**src/rtl/wb_pipe_reg_if.sv**
```systemverilog
// MEM/WB pipeline register bus: stall/flush controls, writeback entry in/out, forwarding lookup.
// Latency: n/a (wiring only).
// Backpressure: none on the bus itself; i_en=0 stalls the whole pipe.
interface wb_pipe_reg_if #(
  parameter int DATA_W = 32,
  parameter int DIR_W  = 4
);
  logic              i_en;
  logic              i_flush;
  logic              i_we;
  logic [DATA_W-1:0] i_wb_data;
  logic [DIR_W-1:0]  i_wb_dir;
  logic              o_we;
  logic [DATA_W-1:0] o_wb_data;
  logic [DIR_W-1:0]  o_wb_dir;
  logic              o_busy;
  logic [DIR_W-1:0]  i_fwd_dir;
  logic              o_fwd_hit;
  logic [DATA_W-1:0] o_fwd_data;

  // Pipeline side: consumes controls and MEM entry, produces writeback and lookup results.
  modport slave (
    input  i_en, i_flush, i_we, i_wb_data, i_wb_dir, i_fwd_dir,
    output o_we, o_wb_data, o_wb_dir, o_busy, o_fwd_hit, o_fwd_data
  );

  // Driver side: MEM stage / hazard unit / register file view.
  modport master (
    output i_en, i_flush, i_we, i_wb_data, i_wb_dir, i_fwd_dir,
    input  o_we, o_wb_data, o_wb_dir, o_busy, o_fwd_hit, o_fwd_data
  );
endinterface

```
**src/rtl/wb_pipe_reg.sv**
```systemverilog
// MEM/WB pipeline register, DEPTH stages (1..8), with stall, flush and optional forwarding lookup.
// Latency: DEPTH enabled edges from capture to writeback outputs; lookup is combinational.
// Backpressure: i_en=0 freezes every stage and drops the input; upstream must stall with it.
// Optional feature: define WB_PIPE_FWD_EN to build the forwarding comparator/priority mux.
module wb_pipe_reg #(
  parameter int DATA_W = 32,
  parameter int DIR_W  = 4,
  parameter int DEPTH  = 1
) (
  input logic           clk,
  input logic           rst,
  wb_pipe_reg_if.slave  io_wb
);

  typedef struct packed {
    logic              we;
    logic [DATA_W-1:0] data;
    logic [DIR_W-1:0]  dir;
  } stage_t;

  // r_stage[0] is the youngest entry, r_stage[DEPTH-1] feeds the register file.
  stage_t r_stage [DEPTH];
  stage_t w_in;
  logic   w_busy;

  // Data and dir are captured even for we=0; consumers qualify on we.
  assign w_in = {io_wb.i_we, io_wb.i_wb_data, io_wb.i_wb_dir};

  // Stage shift register: reset and flush clear everything, stall holds everything.
  always_ff @(posedge clk or posedge rst) begin
    if (rst) begin
      for (int k = 0; k < DEPTH; k++) r_stage[k] <= '0;
    end else if (io_wb.i_flush) begin
      for (int k = 0; k < DEPTH; k++) r_stage[k] <= '0;
    end else if (io_wb.i_en) begin
      r_stage[0] <= w_in;
      for (int k = 1; k < DEPTH; k++) r_stage[k] <= r_stage[k-1];
    end
  end

  // Busy whenever any in-flight entry still has a pending write.
  always_comb begin
    w_busy = 1'b0;
    for (int k = 0; k < DEPTH; k++) w_busy = w_busy | r_stage[k].we;
  end

  assign io_wb.o_we      = r_stage[DEPTH-1].we;
  assign io_wb.o_wb_data = r_stage[DEPTH-1].data;
  assign io_wb.o_wb_dir  = r_stage[DEPTH-1].dir;
  assign io_wb.o_busy    = w_busy;

`ifdef WB_PIPE_FWD_EN
  logic              w_fwd_hit;
  logic [DATA_W-1:0] w_fwd_data;

  // Scan oldest to youngest so the youngest matching write overrides older ones.
  always_comb begin
    w_fwd_hit  = 1'b0;
    w_fwd_data = '0;
    for (int k = DEPTH - 1; k >= 0; k--) begin
      if (r_stage[k].we && (r_stage[k].dir == io_wb.i_fwd_dir)) begin
        w_fwd_hit  = 1'b1;
        w_fwd_data = r_stage[k].data;
      end
    end
  end

  assign io_wb.o_fwd_hit  = w_fwd_hit;
  assign io_wb.o_fwd_data = w_fwd_data;
`else
  // Lookup not built: ports stay for a uniform footprint, results are constant zero.
  assign io_wb.o_fwd_hit  = 1'b0;
  assign io_wb.o_fwd_data = '0;
`endif

endmodule

```
**src/flat_wrapper.sv**
```systemverilog
// flat-port wrapper written by rule: the top's interface ports become plain ports
module wb_pipe_reg_flat 
#(
  parameter int DATA_W = 32,
  parameter int DIR_W  = 4,
  parameter int DEPTH  = 1
)
  (clk, rst, io_wb_i_en, io_wb_i_flush, io_wb_i_we, io_wb_i_wb_data, io_wb_i_wb_dir, io_wb_i_fwd_dir, io_wb_o_we, io_wb_o_wb_data, io_wb_o_wb_dir, io_wb_o_busy, io_wb_o_fwd_hit, io_wb_o_fwd_data);
  wb_pipe_reg_if #(.DATA_W(DATA_W), .DIR_W(DIR_W)) io_wb_i ();
  input logic clk;
  input logic rst;
  input wire logic [$bits(io_wb_i.i_en)-1:0] io_wb_i_en;
  input wire logic [$bits(io_wb_i.i_flush)-1:0] io_wb_i_flush;
  input wire logic [$bits(io_wb_i.i_we)-1:0] io_wb_i_we;
  input wire logic [$bits(io_wb_i.i_wb_data)-1:0] io_wb_i_wb_data;
  input wire logic [$bits(io_wb_i.i_wb_dir)-1:0] io_wb_i_wb_dir;
  input wire logic [$bits(io_wb_i.i_fwd_dir)-1:0] io_wb_i_fwd_dir;
  output wire logic [$bits(io_wb_i.o_we)-1:0] io_wb_o_we;
  output wire logic [$bits(io_wb_i.o_wb_data)-1:0] io_wb_o_wb_data;
  output wire logic [$bits(io_wb_i.o_wb_dir)-1:0] io_wb_o_wb_dir;
  output wire logic [$bits(io_wb_i.o_busy)-1:0] io_wb_o_busy;
  output wire logic [$bits(io_wb_i.o_fwd_hit)-1:0] io_wb_o_fwd_hit;
  output wire logic [$bits(io_wb_i.o_fwd_data)-1:0] io_wb_o_fwd_data;
  assign io_wb_i.i_en = io_wb_i_en;
  assign io_wb_i.i_flush = io_wb_i_flush;
  assign io_wb_i.i_we = io_wb_i_we;
  assign io_wb_i.i_wb_data = io_wb_i_wb_data;
  assign io_wb_i.i_wb_dir = io_wb_i_wb_dir;
  assign io_wb_i.i_fwd_dir = io_wb_i_fwd_dir;
  assign io_wb_o_we = io_wb_i.o_we;
  assign io_wb_o_wb_data = io_wb_i.o_wb_data;
  assign io_wb_o_wb_dir = io_wb_i.o_wb_dir;
  assign io_wb_o_busy = io_wb_i.o_busy;
  assign io_wb_o_fwd_hit = io_wb_i.o_fwd_hit;
  assign io_wb_o_fwd_data = io_wb_i.o_fwd_data;
  wb_pipe_reg #(.DATA_W(DATA_W), .DIR_W(DIR_W), .DEPTH(DEPTH)) u_core (.clk(clk), .rst(rst), .io_wb(io_wb_i));
endmodule
```
**config.mk**
```make
export PLATFORM = sky130hd
export DESIGN_NAME = wb_pipe_reg_flat
export DESIGN_NICKNAME = d
export VERILOG_FILES = /design/src/rtl/wb_pipe_reg_if.sv /design/src/rtl/wb_pipe_reg.sv /design/src/flat_wrapper.sv
export SDC_FILE = /design/constraint.sdc
export NUM_CORES = 1
export LEC_CHECK = 0
export ABC_CLOCK_PERIOD_IN_PS = 1280
export CORE_MARGIN = 2
export CORE_UTILIZATION = 56
export CTS_CLUSTER_SIZE = 40
export DETAILED_ROUTE_END_ITERATION = 8
export DONT_BUFFER_PORTS = 1
export PLACE_DENSITY = 0.74
export SETUP_SLACK_MARGIN = 0.02
export SLEW_MARGIN = 10
export SYNTH_ARGS = -nofsm -noshare
export SYNTH_HDL_FRONTEND = slang
export SYNTH_SLANG_ARGS = --single-unit
```
**constraint.sdc**
```tcl
create_clock -name clk -period 1.28 [get_ports clk]
set_clock_uncertainty 0.15 [all_clocks]
set_input_delay 0.256 -clock clk [delete_from_list [all_inputs] [get_ports clk]]
set_output_delay 0.256 -clock clk [all_outputs]
set_load 0.05 [all_outputs]
```
---- Word-level counts from Yosys, hierarchy flattened ----
Cells that the tools add are included.
cells by class
  muxes and demuxes ....................... 2
  reduce and logical (&&, ||, !) cells .... 1
operators with widths
  kind                number
  2-to-1 mux 37 bit   2
  nonzero test 2 bit  1
storage, ports and cells
  flip-flop bits (word level) ............. 37
  bits of input ports ..................... 45
  output and inout bits ................... 71
  word-level logic and storage cells ...... 6

---- Depth between registers and ports, before layout ----
  word-level depth ........................ 2
  gate-level depth with buffers ........... 4
  gate-level depth less buffers ........... 2

---- Worst setup path after synthesis ----
Ideal clock, no wire load.
  kind .................................... register to output
  start point ............................. register u_core.r_stage (netlist bit u_core.io_wb.o_busy)
  end point ............................... output port io_wb_o_we
  arrival time ............................ 903 ps
  data required time ...................... 874 ps
  path slack .............................. -29 ps
  cell stages (with the launch flop) ...... 2
  buffers on the path ..................... 1
  cell sequence ........................... dfrtp_1 buf_4
RTL lines
  element      line                text
  from (decl)  wb_pipe_reg.sv:22   stage_t r_stage [DEPTH];
  to (decl)    flat_wrapper.sv:18  output wire logic [$bits(io_wb_i.o_we)-1:0] io_wb_o_we;
No word-level cell between the ends.

---- Final worst setup path ----
  start point ............................. register u_core.r_stage (netlist bit u_core.io_wb.o_busy)
  end point ............................... output port io_wb_o_busy
RTL lines
  element    line                text
  to (decl)  flat_wrapper.sv:21  output wire logic [$bits(io_wb_i.o_busy)-1:0] io_wb_o_busy;
No word-level cell between the ends.

==> flow_metrics.tcl <==
set metrics [dict create \
    grt_max_degree 38 \
    numCtsBuffers 5 \
    utilization 0.585 \
    cts.root.buffer_cell "clkbuf_4" \
    critPathArrivalTime_ps 910 \
    combPwrFrac 0.137 \
    hold_viol 37 \
    routed.top_layer "met3" \
    worst-setup-path-type "flop to output port" \
    clk_pin_slew_worst_paths_ps 100 \
    path_buf_inv 1 \
    grt.total_usage 0.155 \
    maxSlewViolCount 0 \
    wl_met1_um 970 \
    grt_remaining_overflow 0 \
    total_power_mw 2.70 \
    wl_um 2720 \
    ir_worst_vdd_uv 893 \
    start_util 0.586 \
    ioPinCount 116 \
    hold-worst-slack_ps -172 \
    cts_sinks 37 \
    drv_cap 0 \
    cts-htree-levels 2 \
    ys_top_cells_by_area "dfrtp_1, mux2i_1, buf_4" \
    crit_required_ps 870 \
    avgSynthCellArea_um2 11.5 \
    area_growth_pct -0.210 \
    violations "negative hold slack, negative setup slack" \
    fmax_mhz 761 \
    rsz0062_at_grt "yes" \
    port-buffer-count 0 \
    met3_wirelength_um 284 \
    fill_cells 262 \
    vias 952 \
    routabilityCongestion 0.609 \
    reg2reg_slack_ps 250 \
    first_iter_violations 41 \
    drtAntennaViolNets 0 \
    outcome "complete, but fails checks" \
    r2r-start "u_core.io_wb.o_wb_data[31]" \
    switching_share 0.335 \
    cp-start-kind "flop" \
    synth_top_area_share 0.517 \
    p_per_area_nw_per_um2 1510 \
    clock_tree.buffer_depth 2 \
    ys_seq_area_frac 0.517 \
    wl_per_cell_um 13.6 \
    hold_end "u_core.io_wb.o_wb_data[9]" \
    finalWorstSetupSlack_ps -33.9 \
    clockPowerShare 0.299 \
    dieArea_um2 3660 \
    hold_buffers 1 \
    reg2reg_depth 2 \
    drive_gt1_frac 0.288 \
    clock_latency_ps 320 \
    cp_slowest_stage_delay_ps 410 \
    cts_tree "done" \
    hpwl_um 2040 \
    netlist_area_um2 1790 \
    postCtsSetupRepairBufs 0 \
    setup_viol 2 \
    finalNetCount 200 \
    core_um2 3050 \
    cp_max_fo 3 \
    crit_family "flip-flops" \
    syn_inst 155 \
    yosys.area.top_type "dfrtp_1" \
    min_path_type "input port to flop" \
    yosysWarnings 0 \
    die_w_um 60.5 \
    grt_pass1_wl_um 4020 \
    crit_path_cell_trace "buf_12" \
    synth_cell_type_count 10 \
    antenna_cells 0 \
    antenna_found_initial 0 \
    drc 0 \
    seq_power_share 0.564 \
    num_rows 20 \
    min_path_cells 1 \
    wl_met2_um 1460 \
    drt_pass1_iterations 4 \
    period_share 1.03 \
    die_h_um 60.5 \
    timing.rr.end "u_core.io_wb.o_wb_data[31]" \
    end_kind "output port" \
    slowest_stage "dfrtp_1" \
    p_leak_nw 0.900 \
    p_switching_mw 0.904 \
    preCtsSetupSlack_ps 147 \
    first_global_vias 914 \
    p_int_mw 1.79 \
    synth_seq_cells 37 \
    fin_crit_ps 1310 \
    setup_tns_ps -67.7 \
    hold_path.startpoint "io_wb_i_flush" \
    post_drt_via_cell_ratio 4.76 \
]
-- worst max path at each step --
| stage | depth (start not counted) | slack (ps) | start | to |
|---|---|---|---|---|
| 2_1_floorplan | 1 | -30 | u_core.io_wb.o_busy | io_wb_o_we |
| 3_3_place_gp | 2 | 190 | u_core.io_wb.o_wb_data[4] | u_core.io_wb.o_wb_data[4] |
| 3_5_place_dp | 2 | 150 | u_core.io_wb.o_wb_data[14] | u_core.io_wb.o_wb_data[14] |
| 4_1_cts | 1 | -60 | u_core.io_wb.o_busy | io_wb_o_we |
| 5_1_grt | 1 | -80 | u_core.io_wb.o_busy | io_wb_o_busy |
| 6_report | 1 | -30 | u_core.io_wb.o_busy | io_wb_o_busy |
-- repair_timing --
item	CTS	global route
gates resized for setup	36	0
pin swaps	0	0
endpoints found under the hold margin	74	37
setup endpoints to repair	38	38
-- placed cells by master (no fill, tap or decap) --
master | synthesis | final
clkbuf_4 | 0 | 5
nor2_1 | 37 | 37
buf_4 | 34 | 1
dlygate4sd3_1 | 0 | 1
clkbuf_1 | 0 | 1
buf_12 | 3 | 1
dfrtp_1 | 37 | 1
mux2i_1 | 37 | 37
bufinv_16 | 0 | 1
clkbuf_8 | 0 | 1
dfrtp_2 | 0 | 36
inv_1 | 1 | 1
conb_1 | 1 | 33
-- layer usage --
| metal | vias to the layer above | track usage |
|---|---|---|
| met5 | - | 0 |
| li1 | 428 | - |
| met2 | 60 | 0.275 |
| met3 | 0 | 0.0981 |
| met4 | 0 | 0.0559 |
| met1 | 464 | 0.145 |
-- per-stage QoR --
step                      cell area (µm²)  hold WS [ps]  instances
final                                1790          -172        200
after global routing                 1790          -210        200
after CTS                            1790          -195        200
after detailed placement             1650           123        191
after global placement               1650           116        191
after floorplan                      1910           262        187
-- flip-flops by register name, summed over array words and instances, names as in the netlist --
name and flops:
u_core.io_wb.o_wb_data 32, u_core.io_wb.o_wb_dir 4, u_core.io_wb.o_busy 1
-- power groups by stage --
stage	Clock, mW	Sequential [mW]	Combinational [mW]
2_1_floorplan	0	1.52	0.475
3_3_place_gp	0	1.53	0.360
3_5_place_dp	0	1.53	0.370
4_1_cts	0.840	1.52	0.370
5_1_grt	0.896	1.53	0.398
6_report	0.805	1.52	0.369
-- cell usage after synthesis --
cell type,n
buf_6,1
dfrtp_1,37
mux2i_1,37
inv_1,1
clkbuf_2,1
buf_4,34
nor2_1,37
buf_2,3
conb_1,1
buf_12,3
-- layout make-up --
class | count | area (µm²) | share of cell area
multi-input combinational | 107 | 633 | 0.355
clock buffer | 7 | 55.1 | 0.0308
tap | 44 | 55.1 | 0.0308
inverter | 1 | 3.75 | 0.00210
sequential | 37 | 971 | 0.544
timing repair buffer | 3 | 37.5 | 0.0210
clock inverter | 1 | 30.0 | 0.0168
-- cell families (layout without fill, tap and decap cells) --
logic type / Yosys count / in the layout / synth area share
buf+inv: 43 / 12 / 0.196
flops: 37 / 37 / 0.517
mux: 37 / 37 / 0.207
other cells: 1 / 33 / 0.00210
simple gates: 37 / 37 / 0.0776
(Power assumes the default switching activity.)
